$ cat src/rtl/snake_pkg.sv
// Shared types for the snake movement engine: direction codes, FSM states,
// death causes and the direction-reversal helper.
package snake_pkg;

  typedef enum logic [1:0] {
    DIR_LEFT  = 2'b00,
    DIR_RIGHT = 2'b01,
    DIR_UP    = 2'b10,
    DIR_DOWN  = 2'b11
  } dir_e;

  typedef enum logic [2:0] {
    ST_IDLE,
    ST_CALC,
    ST_SCAN,
    ST_COMMIT,
    ST_DEAD
  } state_e;

  typedef enum logic [1:0] {
    CAUSE_NONE = 2'b00,
    CAUSE_WALL = 2'b01,
    CAUSE_SELF = 2'b10
  } cause_e;

  // Direction that would reverse the snake onto its own neck.
  function automatic dir_e opposite(input dir_e d);
    dir_e r;
    r = DIR_LEFT;
    case (d)
      DIR_LEFT:  r = DIR_RIGHT;
      DIR_RIGHT: r = DIR_LEFT;
      DIR_UP:    r = DIR_DOWN;
      DIR_DOWN:  r = DIR_UP;
      default:   r = DIR_LEFT;
    endcase
    return r;
  endfunction

endpackage

$ cat src/rtl/snake_next_head.sv
// Candidate head cell for one move on a WIDTH x HEIGHT grid (index = y*WIDTH + x).
// Ports: head (current head cell), dir (move direction),
//        cand (candidate cell), wall (move leaves the grid).
// Optional macro SNAKE_WRAP_EN: edges wrap to the opposite side; wall stays 0.
module snake_next_head
  import snake_pkg::*;
#(
  parameter int unsigned WIDTH  = 32,
  parameter int unsigned HEIGHT = 24,
  parameter int unsigned POS_W  = 10
) (
  input  logic [POS_W-1:0] head,
  input  dir_e             dir,
  output logic [POS_W-1:0] cand,
  output logic             wall
);

  localparam int unsigned COL_SPAN = WIDTH * (HEIGHT - 1);

  int unsigned h;
  int unsigned x;
  int unsigned y;
  int unsigned nxt;

  always_comb begin
    h    = 32'(head);
    x    = h % WIDTH;
    y    = h / WIDTH;
    nxt  = h;
    wall = 1'b0;
    case (dir)
      DIR_LEFT: begin
        if (x == 0) begin
`ifdef SNAKE_WRAP_EN
          nxt = h + (WIDTH - 1);
`else
          wall = 1'b1;
`endif
        end else begin
          nxt = h - 1;
        end
      end
      DIR_RIGHT: begin
        if (x == WIDTH - 1) begin
`ifdef SNAKE_WRAP_EN
          nxt = h - (WIDTH - 1);
`else
          wall = 1'b1;
`endif
        end else begin
          nxt = h + 1;
        end
      end
      DIR_UP: begin
        if (y == 0) begin
`ifdef SNAKE_WRAP_EN
          nxt = h + COL_SPAN;
`else
          wall = 1'b1;
`endif
        end else begin
          nxt = h - WIDTH;
        end
      end
      default: begin
        if (y == HEIGHT - 1) begin
`ifdef SNAKE_WRAP_EN
          nxt = h - COL_SPAN;
`else
          wall = 1'b1;
`endif
        end else begin
          nxt = h + WIDTH;
        end
      end
    endcase
    cand = POS_W'(nxt);
  end

endmodule

$ cat src/rtl/snake_engine.sv
// Multi-cycle snake movement engine. Each accepted step computes a candidate
// head, checks the grid edge, scans the body one segment per clock for a
// self hit, then shifts the body in a single commit edge.
// Ports: clk, rst_n (async active-low), step/di (move request + direction),
//        grow (pulse, sets grow-pending), body (flattened segments, 0 = head),
//        head, len, ready (idle and alive), done (pulse after commit),
//        dead (sticky), dead_cause (00 none, 01 wall, 10 self).
// Optional macro SNAKE_WRAP_EN: grid edges wrap instead of killing the snake.
module snake_engine
  import snake_pkg::*;
#(
  parameter int unsigned MAX_LEN   = 16,
  parameter int unsigned WIDTH     = 32,
  parameter int unsigned HEIGHT    = 24,
  parameter int unsigned POS_W     = 10,
  parameter int unsigned LEN_W     = 5,
  parameter int unsigned START_POS = 100,
  parameter int unsigned START_LEN = 3
) (
  input  logic                     clk,
  input  logic                     rst_n,
  input  logic                     step,
  input  logic [1:0]               di,
  input  logic                     grow,
  output logic [MAX_LEN*POS_W-1:0] body,
  output logic [POS_W-1:0]         head,
  output logic [LEN_W-1:0]         len,
  output logic                     ready,
  output logic                     done,
  output logic                     dead,
  output logic [1:0]               dead_cause
);

  localparam int unsigned IDX_W = (MAX_LEN > 1) ? $clog2(MAX_LEN) : 1;

  state_e           state;
  dir_e             cur_dir;
  dir_e             mv_dir;
  logic [POS_W-1:0] seg [MAX_LEN];
  logic [POS_W-1:0] cand_q;
  logic [POS_W-1:0] cand;
  logic             wall;
  logic             grow_pend;
  logic             grow_apply;
  logic             grow_ok_c;
  logic [IDX_W-1:0] idx;
  logic [IDX_W-1:0] last_idx;

  snake_next_head #(
    .WIDTH (WIDTH),
    .HEIGHT(HEIGHT),
    .POS_W (POS_W)
  ) u_next_head (
    .head(seg[0]),
    .dir (mv_dir),
    .cand(cand),
    .wall(wall)
  );

  // Growth only applies while there is room for another segment.
  assign grow_ok_c = grow_pend && (len < LEN_W'(MAX_LEN));

  for (genvar g = 0; g < MAX_LEN; g++) begin : g_body
    assign body[g*POS_W +: POS_W] = seg[g];
  end

  assign head = seg[0];

  // Move FSM: IDLE -> CALC -> SCAN -> COMMIT -> IDLE, DEAD is terminal.
  always_ff @(posedge clk or negedge rst_n) begin
    if (!rst_n) begin
      state   <= ST_IDLE;
      cur_dir <= DIR_RIGHT;
      mv_dir  <= DIR_RIGHT;
      for (int unsigned i = 0; i < MAX_LEN; i++) begin
        seg[i] <= (i < START_LEN) ? POS_W'(START_POS - i) : '0;
      end
      len        <= LEN_W'(START_LEN);
      cand_q     <= '0;
      idx        <= '0;
      last_idx   <= '0;
      grow_pend  <= 1'b0;
      grow_apply <= 1'b0;
      ready      <= 1'b1;
      done       <= 1'b0;
      dead       <= 1'b0;
      dead_cause <= CAUSE_NONE;
    end else begin
      done <= 1'b0;
      if (grow && state != ST_DEAD) begin
        grow_pend <= 1'b1;
      end
      case (state)
        ST_IDLE: begin
          if (step) begin
            // A 180-degree reversal keeps the current heading.
            mv_dir <= (dir_e'(di) == opposite(cur_dir)) ? cur_dir : dir_e'(di);
            ready  <= 1'b0;
            state  <= ST_CALC;
          end
        end
        ST_CALC: begin
          cand_q     <= cand;
          grow_apply <= grow_ok_c;
          idx        <= '0;
          // Last scanned index: the tail vacates unless the snake grows.
          last_idx   <= grow_ok_c ? IDX_W'(len - LEN_W'(1)) : IDX_W'(len - LEN_W'(2));
          if (wall) begin
            dead       <= 1'b1;
            dead_cause <= CAUSE_WALL;
            state      <= ST_DEAD;
          end else begin
            state <= ST_SCAN;
          end
        end
        ST_SCAN: begin
          if (seg[idx] == cand_q) begin
            dead       <= 1'b1;
            dead_cause <= CAUSE_SELF;
            state      <= ST_DEAD;
          end else if (idx == last_idx) begin
            state <= ST_COMMIT;
          end else begin
            idx <= idx + IDX_W'(1);
          end
        end
        ST_COMMIT: begin
          for (int unsigned i = 1; i < MAX_LEN; i++) begin
            seg[i] <= seg[i-1];
          end
          seg[0] <= cand_q;
          if (grow_apply) begin
            len <= len + LEN_W'(1);
          end
          // A grow arriving in this very cycle survives for the next move.
          grow_pend <= grow;
          cur_dir   <= mv_dir;
          ready     <= 1'b1;
          done      <= 1'b1;
          state     <= ST_IDLE;
        end
        ST_DEAD: begin
          state <= ST_DEAD;
        end
        default: begin
          state <= ST_IDLE;
        end
      endcase
    end
  end

endmodule

$ cat config.mk
export PLATFORM = sky130hd
export DESIGN_NAME = snake_engine
export DESIGN_NICKNAME = d
export VERILOG_FILES = /design/src/rtl/snake_pkg.sv /design/src/rtl/snake_next_head.sv /design/src/rtl/snake_engine.sv
export SDC_FILE = /design/constraint.sdc
export NUM_CORES = 1
export LEC_CHECK = 0
export CAP_MARGIN = 10
export CORE_MARGIN = 2
export CORE_UTILIZATION = 49
export CTS_BUF_LIST = sky130_fd_sc_hd__clkbuf_8
export DETAILED_ROUTE_END_ITERATION = 10
export GPL_ROUTABILITY_DRIVEN = 0
export PLACE_DENSITY = 0.83
export RECOVER_POWER = 50
export REMOVE_ABC_BUFFERS = 1
export SYNTH_ARGS = -nofsm -noshare
export SYNTH_HDL_FRONTEND = slang
export SYNTH_SLANG_ARGS = --single-unit
$ cat constraint.sdc
create_clock -name clk -period 2.6 [get_ports clk]
set_clock_uncertainty 0.1 [all_clocks]
set_input_delay 0.39 -clock clk [delete_from_list [all_inputs] [get_ports clk]]
set_output_delay 0.39 -clock clk [all_outputs]
set_load 0.02 [all_outputs]
# After elaboration in Yosys (flattened, before gate mapping)

Index checks and enable logic that the tools add are counted.

RAM bits: 0
Word-level logic and storage cells: 114
Bits in read-only memories: 0
Input bits: 6
Register bits after elaboration: 197
Latch bits: 0
Memories: 0
Output and inout port bits: 180

Divide/modulo/power cells: 0
Mux-type cells: 37
Add/sub/neg operators: 8
Reduce and logical (&&, ||, !) cells: 16
Multipliers: 0
Bitwise operators: 1
Equal/unequal tests: 21
Order comparisons: 2
Shift operators: 0

Operators with widths:

| cell                                                 | count |
|---|---|
| zero test 32 bit                                     | 2 |
| two-way mux 10 bit                                   | 6 |
| binary-select mux 10 bit (select 4 bit)              | 1 |
| one-hot mux 10 bit (3 select lines)                  | 1 |
| two-way mux 3 bit                                    | 4 |
| two-way mux 4 bit                                    | 3 |
| one-hot mux 3 bit (4 select lines)                   | 1 |
| adder 10 x 1 -> 10 bit (second input constant)       | 1 |
| adder 10 x 6 -> 10 bit (second input constant)       | 1 |
| equality test 10 bit                                 | 1 |
| equality test 5 bit (second input constant)          | 2 |
| two-way mux 1 bit                                    | 10 |
| two-way mux 2 bit                                    | 5 |
| subtractor 10 x 1 -> 10 bit (second input constant)  | 1 |
| subtractor 10 x 6 -> 10 bit (second input constant)  | 1 |
| inequality test 2 bit (second input constant)        | 4 |
| one-hot mux 2 bit (4 select lines)                   | 1 |
| one-hot mux 4 bit (2 select lines)                   | 1 |
| AND reduction 2 bit                                  | 4 |
| equality test 2 bit (second input constant)          | 3 |
| equality test 3 x 2 -> 1 bit (second input constant) | 2 |
| inequality test 3 bit (second input constant)        | 2 |
| AND reduction 3 bit                                  | 2 |
| nonzero test 2 bit                                   | 3 |
| other kinds (19)                                     | 23 |

# Depth between registers and ports, before layout

Depth after elaboration: 7
Depth in mapped cells: 12
Gate-level depth less buffers: 10

# Modules after synthesis

From an unflattened synthesis, not the netlist that was laid out.

Cells, all modules: 1061
Area, all modules: 9932.0 µm²

Modules (own cells, without submodules):

| module          | seq. area each (µm²) | area each (µm²) | cells an instance | instances |
|---|---|---|---|---|
| snake_engine    | 4948.5               | 9258.9          | 962               | 1 |
| snake_next_head | 0.0                  | 673.1           | 99                | 1 |

# Least setup slack after synthesis

OpenSTA, ideal clock, no wires.

Path type: register to register
Start point: register idx[1]
End point: register idx[2]
Path buffers: 2
Arrival time: 2.597 ns
Slack: -0.189 ns
Setup time: 0.092 ns
Stages on the path, launching flop included: 10
Period minus slack after synthesis: 2.789 ns
Data required time: 2.408 ns
Path through: dfrtp_1 buf_6 buf_6 mux4_2 mux2i_1 xnor2_1 or4_4 a2111oi_4 nor2_2 o31ai_2

Word-level cells in the longest chain between the ends: 7
Elaborated cells between the ends (all ways): 13
Those cells by class: add/sub (1); eq/ne (4); mux (6); bitwise (1); reduce/logical (1)

RTL lines:

| element                                               | RTL line            | source |
|---|---|---|
| start, declared                                       | snake_engine.sv:46  | `logic [IDX_W-1:0] idx;` |
| start signal, assigned                                | snake_engine.sv:124 | `idx <= idx + IDX_W'(1);` |
| inverter 4 -> 5 bit (not written as such)             | snake_engine.sv:117 | `if (seg[idx] == cand_q) begin` |
| binary-select mux 10 bit (select 4 bit)               | snake_engine.sv:117 |  |
| two-way mux 10 bit (not written as such) (2 in a row) | snake_engine.sv:117 |  |
| equality test 10 bit                                  | snake_engine.sv:117 |  |
| inequality test 2 bit (no line)                       | --                  |  |
| AND reduction 3 bit (no line)                         | --                  |  |

Parallel ways exist; a longest one is shown, timed or not. The select of a mux whose other input is x is not followed.
A chain may end at the register's enable or synchronous reset.

# Worst setup path after layout

Start point: register idx[1]
End point: register state[1]

Word-level cells in the longest chain between the ends: 7
Elaborated cells between the ends (all ways): 10
Those cells by class: eq/ne (3); mux (5); bitwise (1); reduce/logical (1)

RTL lines:

| element                                                                   | RTL line            | source |
|---|---|---|
| inverter 4 -> 5 bit (not written as such)                                 | snake_engine.sv:117 |  |
| binary-select mux 10 bit (select 4 bit)                                   | snake_engine.sv:117 |  |
| two-way mux 10 bit (not written as such) (2 in a row)                     | snake_engine.sv:117 |  |
| equality test 10 bit                                                      | snake_engine.sv:117 |  |
| two-way mux 3 bit or inequality test 3 bit (tied branches)                | --                  |  |
| one-hot mux 3 bit (4 select lines) or AND reduction 2 bit (tied branches) | --                  |  |
| end signal, assigned                                                      | snake_engine.sv:99  | `state <= ST_CALC;` |
| end signal, assigned                                                      | snake_engine.sv:120 | `state <= ST_DEAD;` |
| end signal, assigned                                                      | snake_engine.sv:122 | `state <= ST_COMMIT;` |
| end, declared                                                             | snake_engine.sv:36  | `state_e state;` |

Parallel ways exist; a longest one is shown, timed or not. The select of a mux whose other input is x is not followed.

==> results summary <==
The flow ran to the end, but the final reports show violations. The checks that failed: capacitance limit, slew limit, setup timing. The tightest min-delay check is of the reg2reg type. The final setup violation count came out at 10. The final global-route overflow total came out at 0. The utilization of the core after routing is 0.6696. The xor/xnor share of the synthesized area came out at 0.02873. The synthesis warning total came out at 0.

The endpoint with the worst hold slack is cur_dir[0]$_DFFE_PN1P_. VDD sags by at most 0.5633 mV. The total die area came out at roughly 21,000 um2.

The number of optimization iterations in the first detailed-route pass is 6. The worst setup path is of the reg2reg kind. The proportion of synthesized chip area in sequential cells came out at 0.5072.

The overall via count from detail_route is 8,572. The initial antenna violation count came out at 0. The final antenna-violating net count came out at 0. In this run, synthesis inferred 0 flip-flops with an integrated enable. The worst setup path is captured at a register. The endpoint required time on the critical path came out at between 2 and 3 ns. After detailed routing, the number of remaining DRC violations is 0. The worst-margin pin slew is roughly 1.5 ns. The final wirelength is 26.62 mm. The number of slew-limit violations in the final report is 50. The area of the mapped netlist came out at 9756 um2. The number of diodes came out at 0. The deepest clock path buffer count came out at 2. The fraction of synthesis flops using an asynchronous set or reset pin is 1.000. The layout overhead on the synthesized area came out at 34.01%. The initialized floorplan defines 51 standard-cell rows.

The share of synthesized cell area in and, or, nand and nor gates is 0.2374. The cell at the root of the clock tree is clkbuf_8. The die span in y is 145.1 um. The final worst setup slack came out at -0.3943 ns. The arrival time reported for the critical path endpoint came out at 3.23 ns. The endpoint of the worst register-to-register path is state[1]$_DFFE_PN0P_. The finished cells cover 13,070 um2. The cell count of the worst reg-to-reg path is 11.

Port buffering added ~190 buffers. Setup repair after global routing could not meet its margin everywhere. The post-synthesis instance total is 1,070. The static leakage is 6.370 nW. The floorplan step defined a core boundary enclosing between 15,000 and 20,000 um2. The pin count of the biggest net entering global routing is between 150 and 200. The top-level port count is 186. The power density normalized to cell area came out at just over 800 nW/um2. Subtracting the final worst setup slack from the clock period gives 2.994 ns. The type of origin of the critical path is a register. The proportion of layout cells with a drive suffix above 1 is 0.1654. The power consumption is between 10 and 15 mW. The fmax is 334.0 MHz. The launch point of the worst hold path is cur_dir[0]$_DFFE_PN1P_. The starting utilization of the core area came out at 0.4996.

Across all hold checks on the routed design, the worst slack comes to roughly 0.39 ns. Of all nets on the critical path, the largest fanout is 6. The count of final hold-check violations is 0.

The total cell area at the placement stage came out at about 13,000 um2. The clock latency of the later-clocked register in the worst-skew pair is approximately 0.48 ns. The largest family of logic cells by synthesized area is simple AND/OR/NAND/NOR gates. The count of H-tree levels built during CTS is 4. The first global-routing pass estimated 42.88 mm of wire.

The multiplexer share of the synthesized area came out at 0.1086. The post-CTS clock slew at the launch and capture registers of the worst setup and hold paths came out at 0.10 ns. For this run, the leading register cell type out of synthesis is dfrtp_1.

The register-to-register setup slack came out at -0.39 ns. The worst register-to-register path begins at idx[1]$_DFFE_PN0P_. The post-route setup TNS is -3.696 ns. The HPWL after detailed placement came out at 18.78 mm. The adder and majority gate portion of the synthesized area is 0.01283. For this run, the post-layout net count is 1,339.

Dividing the detail-routed wire length by the instance count gives ~17 um. After synthesis, the netlist uses 62 different library cells. The final critical-path share of the clock period came out at 1.152.

The die is 145.1 um wide. Synthesis inferred 197 register bits. The headroom to the max-slew limit came out at -0.001002.

The number of buffers created by CTS is 17. The hold-critical path depth is 2. The via count of the first global-routing pass was 8,448. The count of maximum capacitance violations came out at 1. TritonCTS built the clock tree. The detail-routed via count per cell came out at around 5.4. The post-synthesis area per instance came out at just over 9 um2. The combined global-route utilization of all metal layers is 0.2507. The CTS sink count came out at 197.

The first routing iteration left 586 violations. The complex-gate fraction of the synthesized area was 0.06259.
[kinds of logic (layout without fill, tap and decap cells)]
kind of cell    after synthesis  count (layout)
xor+xnor                     32              32
mux                          73              73
simple gates                575             575
fa+ha+maj                    10              10
compound gates               93              93
flops                       197             197
buf+inv                      90             356
[flip-flops by register name (all words and copies together), names as in the netlist]
signal and count:
body 150, cand_q 10, cur_dir 2, dead 1
dead_cause 2, done 1, grow_apply 1, grow_pend 1
head 10, idx 4, last_idx 4, len 5
mv_dir 2, ready 1, state 3
[worst max-delay path: stages, from the launching register on]
cell	delay (ns)
dfrtp_4	0.53
buf_12	0.15
buf_12	0.12
buf_8	0.13
mux4_2	0.43
mux2i_2	0.19
xor2_1	0.26
nand4_1	0.19
a2111oi_4	0.40
buf_6	0.18
nand2b_4	0.13
o21ai_2	0.05
[layout by cell type, fill, tap and decap left out, types with 3 or more instances in the layout]
master / synthesis / layout
a31oi_1: 4 / 4
a221oi_1: 4 / 4
or3_1: 5 / 5
ha_1: 10 / 10
mux2_2: 13 / 13
nand2b_1: 7 / 6
nand4_1: 5 / 5
inv_1: 14 / 17
a21oi_1: 16 / 15
nor3_1: 6 / 6
o21ai_1: 1 / 3
o22ai_1: 5 / 4
dfrtp_1: 182 / 180
buf_12: 0 / 6
inv_6: 0 / 3
nand2_1: 500 / 500
nor2b_1: 4 / 4
xor2_1: 10 / 10
clkbuf_8: 0 / 21
nand3_1: 10 / 10
nor2_1: 16 / 16
xnor2_1: 22 / 22
clkdlybuf4s50_1: 0 / 184
mux4_2: 25 / 25
dfstp_2: 15 / 15
mux2i_1: 35 / 34
a211o_1: 3 / 3
o21ai_0: 35 / 32
buf_6: 3 / 5
bufinv_16: 0 / 3
buf_4: 13 / 107
and3_1: 3 / 3
[layer usage]
layer,global-route usage,vias to the layer above,wire length (um)
met1,0.3285,4189,11080
met5,0,-,0
met2,0.4157,320,13170
met3,0.05252,53,1786
met4,0.08922,0,584
li1,-,4010,-
[synth_stat cells, types with 3 or more instances]
| library cell | count | area (um2) |
|---|---|---|
| o22ai_1 | 5 | 31.28 |
| a211o_1 | 3 | 26.28 |
| o21ai_0 | 35 | 175.2 |
| nand3_1 | 10 | 50.05 |
| nor3b_1 | 3 | 22.52 |
| clkbuf_1 | 45 | 168.9 |
| buf_2 | 5 | 25.02 |
| and3_1 | 3 | 18.77 |
| xor2_1 | 10 | 87.58 |
| nand2b_1 | 7 | 43.79 |
| dfstp_2 | 15 | 394.1 |
| dfrtp_1 | 182 | 4554 |
| mux2_2 | 13 | 146.4 |
| mux2i_1 | 35 | 350.3 |
| ha_1 | 10 | 125.1 |
| nand2_1 | 500 | 1877 |
| buf_1 | 8 | 30.03 |
| a31oi_1 | 4 | 25.02 |
| xnor2_1 | 22 | 192.7 |
| or3_1 | 5 | 31.28 |
| buf_6 | 3 | 33.78 |
| nor2_1 | 16 | 60.06 |
| nor2b_1 | 4 | 25.02 |
| buf_4 | 13 | 97.59 |
| nor3_1 | 6 | 30.03 |
| a21oi_1 | 16 | 80.08 |
| inv_1 | 14 | 52.55 |
| mux4_2 | 25 | 563.0 |
| nand4_1 | 5 | 31.28 |
| a221oi_1 | 4 | 35.03 |
[through the flow]
step           instances  setup WS [ns]
6_report            1601        -0.3943
5_1_grt             1601        -0.5208
4_1_cts             1601        -0.3824
3_5_place_dp        1562        -0.5336
3_3_place_gp        1562        -0.4559
2_1_floorplan        996         -4.059
[worst max-delay path by stage]
stage | slack [ns] | start | depth (start not counted) | end
global placement | -0.46 | idx[1]$_DFFE_PN0P_ | 10 | state[1]$_DFFE_PN0P_
finish | -0.39 | idx[1]$_DFFE_PN0P_ | 11 | state[1]$_DFFE_PN0P_
CTS | -0.38 | idx[1]$_DFFE_PN0P_ | 13 | dead$_DFFE_PN0P_
global route | -0.52 | idx[1]$_DFFE_PN0P_ | 11 | state[2]$_DFFE_PN0P_
floorplan | -4.06 | state[2]$_DFFE_PN0P_ | 5 | len[4]$_DFFE_PN0P_
detailed placement | -0.53 | idx[1]$_DFFE_PN0P_ | 10 | state[1]$_DFFE_PN0P_
[final cells by class]
cell class | count | area (um2)
clock inverters | 11 | 146.4
multi-input cells | 783 | 4429
repair buffers | 308 | 2864
flip-flops and latches | 197 | 4954
inverters | 16 | 60.06
well taps | 265 | 331.6
clock buffers | 21 | 289.0
fillers | 1509 | 6452
[power breakdown]
group          internal (mW)  switching, mW
clock network           1.06           1.10
logic                   1.96           2.49
registers               3.51          0.392
[timing repair]
action / CTS / global route
hold endpoints to repair: 51 / 0
gates resized for setup: 9 / 5
pin swaps: 10 / 2
hold buffers: 1 / 0
setup endpoints to repair: 10 / 10
setup buffers: 7 / 0
(Power assumes the default switching activity.)
